<file path="src/rtl/axi_ram_arbiter.sv">
`default_nettype none
// ============================================================================
// Module   : axi_ram_arbiter
// Purpose  : Shares one AXI4 RAM slave port between the instruction-fetch (IF)
//            and data-memory (MEM) requesters of a five-stage core. One
//            request is in flight at a time. Arbitration is round-robin when
//            both requesters are valid in the same cycle.
// Ports    : clock/reset        - clock, asynchronous active-low reset
//            if_req_* / if_resp_*   - fetch read request / response pulse
//            mem_req_* / mem_resp_* - data read/write request / response pulse
//            ram_aw*/ram_w*/ram_b*  - RAM write address, data, response
//            ram_ar*/ram_rdata      - RAM read address and read data
// Revision : 1.0 - initial release
// ============================================================================
module axi_ram_arbiter #(
  parameter int ADDR_W = 32,
  parameter int DATA_W = 64,
  parameter int STRB_W = DATA_W / 8
) (
  input  logic              clock,
  input  logic              reset,
  // fetch requester
  input  logic              if_req_valid,
  output logic              if_req_ready,
  input  logic [ADDR_W-1:0] if_req_addr,
  output logic              if_resp_valid,
  output logic [DATA_W-1:0] if_resp_rdata,
  // data requester
  input  logic              mem_req_valid,
  output logic              mem_req_ready,
  input  logic [ADDR_W-1:0] mem_req_addr,
  input  logic              mem_req_wen,
  input  logic [DATA_W-1:0] mem_req_wdata,
  input  logic [STRB_W-1:0] mem_req_wstrb,
  output logic              mem_resp_valid,
  output logic [DATA_W-1:0] mem_resp_rdata,
  // RAM write channels
  output logic [ADDR_W-1:0] ram_awaddr,
  output logic              ram_awvalid,
  input  logic              ram_awready,
  output logic [DATA_W-1:0] ram_wdata,
  output logic [STRB_W-1:0] ram_wstrb,
  output logic              ram_wvalid,
  input  logic              ram_wready,
  input  logic              ram_bvalid,
  // RAM read channels
  output logic [ADDR_W-1:0] ram_araddr,
  output logic              ram_arvalid,
  input  logic              ram_arready,
  input  logic [DATA_W-1:0] ram_rdata
);

  typedef enum logic [2:0] {
    IDLE    = 3'd0,
    RD_ADDR = 3'd1,
    RD_DATA = 3'd2,
    WR_REQ  = 3'd3,
    WR_RESP = 3'd4,
    RESP    = 3'd5
  } state_t;

  state_t state;
  logic   last_grant_if;  // 1: most recent grant went to IF, 0: to MEM
  logic   owner_if;       // owner of the transaction in flight
  logic   aw_done;
  logic   w_done;

  logic   in_idle;
  logic   grant_if;
  logic   grant_mem;

  // Contention goes to the requester that did not win last time; a lone
  // requester always wins. Reset leaves last_grant on MEM so IF wins first.
  assign in_idle   = (state == IDLE);
  assign grant_if  = in_idle && if_req_valid  && (!mem_req_valid || !last_grant_if);
  assign grant_mem = in_idle && mem_req_valid && (!if_req_valid  ||  last_grant_if);

  assign if_req_ready  = grant_if;
  assign mem_req_ready = grant_mem;

  always_ff @(posedge clock or negedge reset) begin
    if (!reset) begin
      state          <= IDLE;
      last_grant_if  <= 1'b0;
      owner_if       <= 1'b0;
      aw_done        <= 1'b0;
      w_done         <= 1'b0;
      if_resp_valid  <= 1'b0;
      if_resp_rdata  <= '0;
      mem_resp_valid <= 1'b0;
      mem_resp_rdata <= '0;
      ram_awaddr     <= '0;
      ram_awvalid    <= 1'b0;
      ram_wdata      <= '0;
      ram_wstrb      <= '0;
      ram_wvalid     <= 1'b0;
      ram_araddr     <= '0;
      ram_arvalid    <= 1'b0;
    end else begin
      // Response strobes are single-cycle pulses.
      if_resp_valid  <= 1'b0;
      mem_resp_valid <= 1'b0;

      case (state)
        IDLE: begin
          if (grant_if) begin
            owner_if      <= 1'b1;
            last_grant_if <= 1'b1;
            ram_araddr    <= if_req_addr;
            ram_arvalid   <= 1'b1;
            state         <= RD_ADDR;
          end else if (grant_mem) begin
            owner_if      <= 1'b0;
            last_grant_if <= 1'b0;
            if (mem_req_wen) begin
              ram_awaddr  <= mem_req_addr;
              ram_wdata   <= mem_req_wdata;
              ram_wstrb   <= mem_req_wstrb;
              ram_awvalid <= 1'b1;
              ram_wvalid  <= 1'b1;
              aw_done     <= 1'b0;
              w_done      <= 1'b0;
              state       <= WR_REQ;
            end else begin
              ram_araddr  <= mem_req_addr;
              ram_arvalid <= 1'b1;
              state       <= RD_ADDR;
            end
          end
        end

        RD_ADDR: begin
          if (ram_arready) begin
            ram_arvalid <= 1'b0;
            state       <= RD_DATA;
          end
        end

        // Read data is valid the cycle after the AR handshake; it is loaded
        // straight into the owner's response register so the pulse in RESP
        // carries it.
        RD_DATA: begin
          if (owner_if) begin
            if_resp_rdata <= ram_rdata;
            if_resp_valid <= 1'b1;
          end else begin
            mem_resp_rdata <= ram_rdata;
            mem_resp_valid <= 1'b1;
          end
          state <= RESP;
        end

        // AW and W complete independently; leave once both have completed,
        // counting a ready that arrives in this very cycle.
        WR_REQ: begin
          if (ram_awvalid && ram_awready) begin
            ram_awvalid <= 1'b0;
            aw_done     <= 1'b1;
          end
          if (ram_wvalid && ram_wready) begin
            ram_wvalid <= 1'b0;
            w_done     <= 1'b1;
          end
          if ((aw_done || ram_awready) && (w_done || ram_wready)) begin
            state <= WR_RESP;
          end
        end

        // Only MEM issues writes, so the completion always goes to MEM.
        WR_RESP: begin
          if (ram_bvalid) begin
            mem_resp_rdata <= '0;
            mem_resp_valid <= 1'b1;
            state          <= RESP;
          end
        end

        RESP: begin
          state <= IDLE;
        end

        default: begin
          state <= IDLE;
        end
      endcase
    end
  end

endmodule
`default_nettype wire

</file>
<file path="config.mk">
export PLATFORM = sky130hd
export DESIGN_NAME = axi_ram_arbiter
export DESIGN_NICKNAME = d
export VERILOG_FILES = /design/src/rtl/axi_ram_arbiter.sv
export SDC_FILE = /design/constraint.sdc
export NUM_CORES = 1
export LEC_CHECK = 0
export CAP_MARGIN = 5
export CORE_AREA = 2 2 189 191
export DETAILED_ROUTE_END_ITERATION = 10
export DIE_AREA = 0 0 191 193
export PLACE_DENSITY = 0.66
export SYNTH_ARGS = -nofsm -noshare
export SYNTH_HDL_FRONTEND = slang
export SYNTH_SLANG_ARGS = --single-unit
export TNS_END_PERCENT = 100
</file>
<file path="constraint.sdc">
create_clock -name clock -period 2.3 [get_ports clock]
set_input_delay 0.345 -clock clock [delete_from_list [all_inputs] [get_ports clock]]
set_output_delay 0.345 -clock clock [all_outputs]
set_load 0.005 [all_outputs]
</file>
; Word level (Yosys, flattened, before mapping)
; Index checks and enable logic that the tools add are counted.
[totals]
out_inout_bits = 271
inputBits = 209
word_cells = 99
register_bits = 275
[classes]
mux = 39
n_eq_ne = 16
bitwise_logic = 1
n_reduce_logical = 28
[op_table]
columns = cell, count
row1 = $mux 64, 2
row2 = $pmux 64 s2, 1
row3 = $mux 32, 3
row4 = $mux 1, 20
row5 = $ne 2x2->1 const B, 10
row6 = $mux 3, 5
row7 = $pmux 3 s5, 1
row8 = $pmux 1 s2, 6
row9 = $reduce_and 4->1, 3
row10 = $reduce_and 5->1, 2
row11 = $reduce_bool 2->1, 4
row12 = $logic_and 1x1->1, 7
row13 = $eq 3x2->1 const B, 2
row14 = $ne 3x3->1 const B, 2
row15 = $reduce_and 3->1, 2
row16 = $logic_or 1x1->1, 4
row17 = $reduce_and 2->1, 2
row18 = $eq 3x1->1 const B, 1
row19 = $eq 3x3->1 const B, 1
row20 = $logic_not 1->1, 3
row21 = $logic_not 3->1, 1
row22 = $mux 2, 1
row23 = $not 1->1, 1

; Depth between registers and ports, before layout
; Gate-level depths: netlist of the first run.
[depth]
ltp_word = 6
mapped_depth = 7
depth_no_buf = 4

; Worst setup path before layout of the first run
; No wires, ideal clock.
[synth_timing]
kind = reg-to-reg
from = reg state[2]
to = reg ram_araddr[12]
path_slack_ns = 0.431
t_required_ns = 2.159
arrival_time_ns = 1.728
path_buffers = 3
stages_incl_launch_ff = 7
setup_time_ns = 0.141
period_less_slack_ns = 1.869
path_cell_list = dfrtp_1 buf_4 or4b_2 clkbuf_2 buf_6 o31ai_1 a31oi_1
[synth_via]
elab_chain_len = 5
word_cells_on_any_way = 9
classes_between = eq/ne: 1 / mux: 1 / reduce/logical: 7
[synth_rtl]
columns = element, line
row1 = "start, declared", 62  ; state_t state;
row2 = "start signal, assigned", 83  ; state <= IDLE;
row3 = "start signal, assigned", 111  ; state <= RD_ADDR;
row4 = "start signal, assigned", 123  ; state <= WR_REQ;
row5 = $logic_not 3->1 (*), "74, 104"
row6 = $logic_and 1x1->1 (on tied branches) (2 in a row), "75, 76"
row7 = $ne 2x2->1 (no source line) or $reduce_bool 2->1 (tied branches), -
row8 = $reduce_and 3->1 (no source line), -
row9 = "end signal, assigned", 109  ; ram_araddr <= if_req_addr;
row10 = "end signal, assigned", 125  ; ram_araddr <= mem_req_addr;
row11 = "end, declared", 47  ; output logic [ADDR_W-1:0] ram_araddr,
; Every way passes the cells marked *; elsewhere a longest branch is shown, timed or not.
; A chain may end at the register's enable or synchronous reset.

; Final worst setup path of the first run
[layout_timing]
from = reg state[2]
to = out if_req_ready
[layout_via]
elab_chain_len = 3
[layout_rtl]
columns = element, line
row1 = $logic_not 3->1, 74  ; assign in_idle = (state == IDLE);
row2 = $logic_and 1x1->1 (2 in a row), 75  ; assign grant_if = in_idle && if_req_valid && (!mem_req_valid || !last_grant_if);
row3 = "end, declared", 24  ; output logic if_req_ready,
; Every way passes these cells.

==> impl_metrics.yaml, run 1 <==
cells_and_area:
  num-nets-final: 1465
  syn2layout_area_growth_pct: 61.8
  final_util_pct: 50.1
  drive_above_1_share_pct: 21.1
  diodes: 0
  instances_no_fill: 1738
  final_area_mm2: 0.0175
sta:
  fin_crit_sh_pct: 93.8
  max_freq_mhz: 464
  slew_viol_final: 0
  rsz0062_at_grt: "no"
  whs_ns: 0.346
  fin_ws_ns: 0.143
  fin_tns_setup_ns: 0
  finalSetupViolCount: 0
  min_period_ns: 2.16
  slew_headroom_pct: 62.9
  hold_viol: 0
  final.setup_skew_ns: 0.0151
  tightest_slew_ns: 0.556
clocking:
  clock_latency_ns: 0.56
  clk_path_buf_depth: 3
  cts_tree: "built"
  cts-root-buf: "clkbuf_16"
  cts_buffers: 30
  clock_sinks: 275
  h-tree-depth: 1
  cts.clk_slew.worst_paths_ns: 0.06
setup_path:
  worstPathArrival_ns: 1.81
  cp_slowest_stage_delay_ns: 0.40
  crit_path_max_fanout: 2
  r2r_setup_slack_ns: 0.17
  path_cells: "or3_4 > or2_1 > inv_2 > clkbuf_2"
  reg2reg_to: "ram_araddr[2]"
  required_ns: 1.96
  path_class: "register to primary output"
  r2r-start: "state[2]"
  start_kind: "register"
  end_kind: "primary output"
  r2r_cells: 6
  critPathSlowestCell: "or3_4"
outcome:
  status: "complete, no violations"
synthesis:
  synth_fp_nets: 968
  yosysTopAreaCellShare_pct: 63.5
  ys_ff_latch: 275
  synth_area_leaders: "dfrtp_1 (64%), mux2_2 (16%), a22o_1 (5.2%)"
  synth_edf_count: 0
  yosys.area.top_type: "dfrtp_1"
  ys_types: 41
  synthFlopType: "dfrtp_1"
  synth.most_common_cell: "dfrtp_1"
  synth_commonest_cells: "dfrtp_1 (275), mux2_2 (152), a22o_1 (64), clkbuf_1 (37), nor3_1 (35)"
  yosysSeqAreaShare_pct: 63.5
  synthArstFlopShare_pct: 100
  syn_area_mm2: 0.0108
  synthCells: 759
  syn-mean-instance-area_um2: 14.3
  ys_warn_count: 0
drt:
  drt-total-wl_um: 35600
  drc_errors: 0
  ant_nets: 0
  vias: 8598
  vias_per_cell: 4.95
  post_drt_wl_per_cell_um: 20.5
  first_pass_iters: 5
  drt_iter0_markers: 296
pwr:
  power_mw: 23.4
  p_leak_nw: 7.29
  p_per_area_mw_per_mm2: 1330
  peakVddDrop_uv: 838
die:
  fp.dieW_um: 191
  rows: 69
  fp.dieArea_mm2: 0.0369
  core_region_area_mm2: 0.0350
  num_io_pins: 480
  start_util_pct: 31.0
  fp.dieH_um: 193
global_route:
  grt_antenna_before_repair: 0
  grt_pass1_wl_um: 53600
  grt-ovfl-total: 0
  grtUsageTotal_pct: 18.5
  grt_start_max_net_pins: 65
  grt_pass1_vias: 8976
place:
  dp_cells: 1678
  port_buffers: 479
  preCtsSetupSlack_ns: 0.0102
  dp_hpwl_um: 25800
  postPlaceCellArea_mm2: 0.0165
  gp_congestion: 0.782
run:
  max_cap_viol_count: 0
min_path:
  min_path_type: "input pin to asynchronous set/reset pin"
cell usage in the layout (no fill, tap or decap), types with 2 or more instances in the layout:
| cell type | instances |
|---|---|
| mux2_2 | 152 |
| nand3b_1 | 2 |
| inv_1 | 8 |
| o21ai_0 | 3 |
| a21oi_1 | 5 |
| clkinv_2 | 7 |
| a32o_1 | 2 |
| buf_4 | 36 |
| nand4_1 | 33 |
| mux2_1 | 16 |
| o221ai_1 | 2 |
| a22o_1 | 64 |
| clkbuf_16 | 30 |
| buf_6 | 2 |
| clkbuf_8 | 10 |
| a31oi_1 | 33 |
| a21o_1 | 2 |
| nor3_1 | 35 |
| buf_12 | 16 |
| clkbuf_1 | 4 |
| o31ai_1 | 33 |
| dfrtp_1 | 274 |
| clkdlybuf4s50_1 | 476 |
layout make-up:
type | instances | area (um^2)
repair buffers | 534 | 5420
fillers | 3116 | 17400
clock inverters | 9 | 81.3
inverters | 9 | 33.8
clock buffers | 44 | 903
multi-input cells | 406 | 3630
well taps | 461 | 577
flip-flops and latches | 275 | 6880
metal layers:
metal	vias up	GRT usage, %	wire length (um)
met5	-	0	0
met3	50	4.87	2710
li1	3837	-	-
met4	0	4.65	749
met2	325	32.3	18100
met1	4386	22.9	14100
logic make-up (layout without fill, tap and decap cells):
family,count (synthesis),in the layout,synth area share (%)
buffers and inverters,78,596,3.30
AO/OA/AOI/OAI,150,150,10.6
AND/OR/NAND/NOR,88,88,5.07
flip-flops,275,275,63.5
multiplexers,168,168,17.5
what timing repair did:
| action | CTS | global route |
|---|---|---|
| endpoints found under the hold margin | 55 | 0 |
| setup endpoints to repair | 2 | 2 |
| buffers inserted | 6 | 0 |
| pin swaps | 2 | 1 |
| gates resized for setup | 8 | 3 |
| hold buffers | 1 | 0 |
power by group:
group,internal [mW],switching (mW)
registers,7.16,1.26
clock network,2.81,1.97
logic,6.51,3.66
total,16.5,6.89
worst max-delay path by stage:
| stage | startpoint | endpoint | slack (ns) | cells after the start |
|---|---|---|---|---|
| CTS | state[2] | if_req_ready | 0.01 | 4 |
| detailed placement | if_req_valid | if_req_ready | 0.01 | 5 |
| global placement | if_req_valid | if_req_ready | 0.04 | 5 |
| global route | state[2] | if_req_ready | 0.06 | 4 |
| finish | state[2] | if_req_ready | 0.14 | 4 |
| floorplan | state[2] | ram_araddr[12] | 0.43 | 6 |
flip-flops by register name, indices dropped and copies added, names as in the netlist, 3 cells and up:
register,flops
if_resp_rdata,64
state,3
ram_wstrb,8
ram_awaddr,32
mem_resp_rdata,64
ram_araddr,32
ram_wdata,64
worst max-delay path, delay by kind of cell, from the launching register on:
family        cells  cell delay (ns)
flops             1             0.39
buf+inv           2             0.22
simple gates      2             0.66
No activity file was read; power rests on OpenSTA's default activity.
==> inputs of run 2 (changes only) <==
- CTS_CLUSTER_SIZE: not set -> 14
==> results of run 2 <==
Final layout, timing and power as in run 1 (identical DEF).
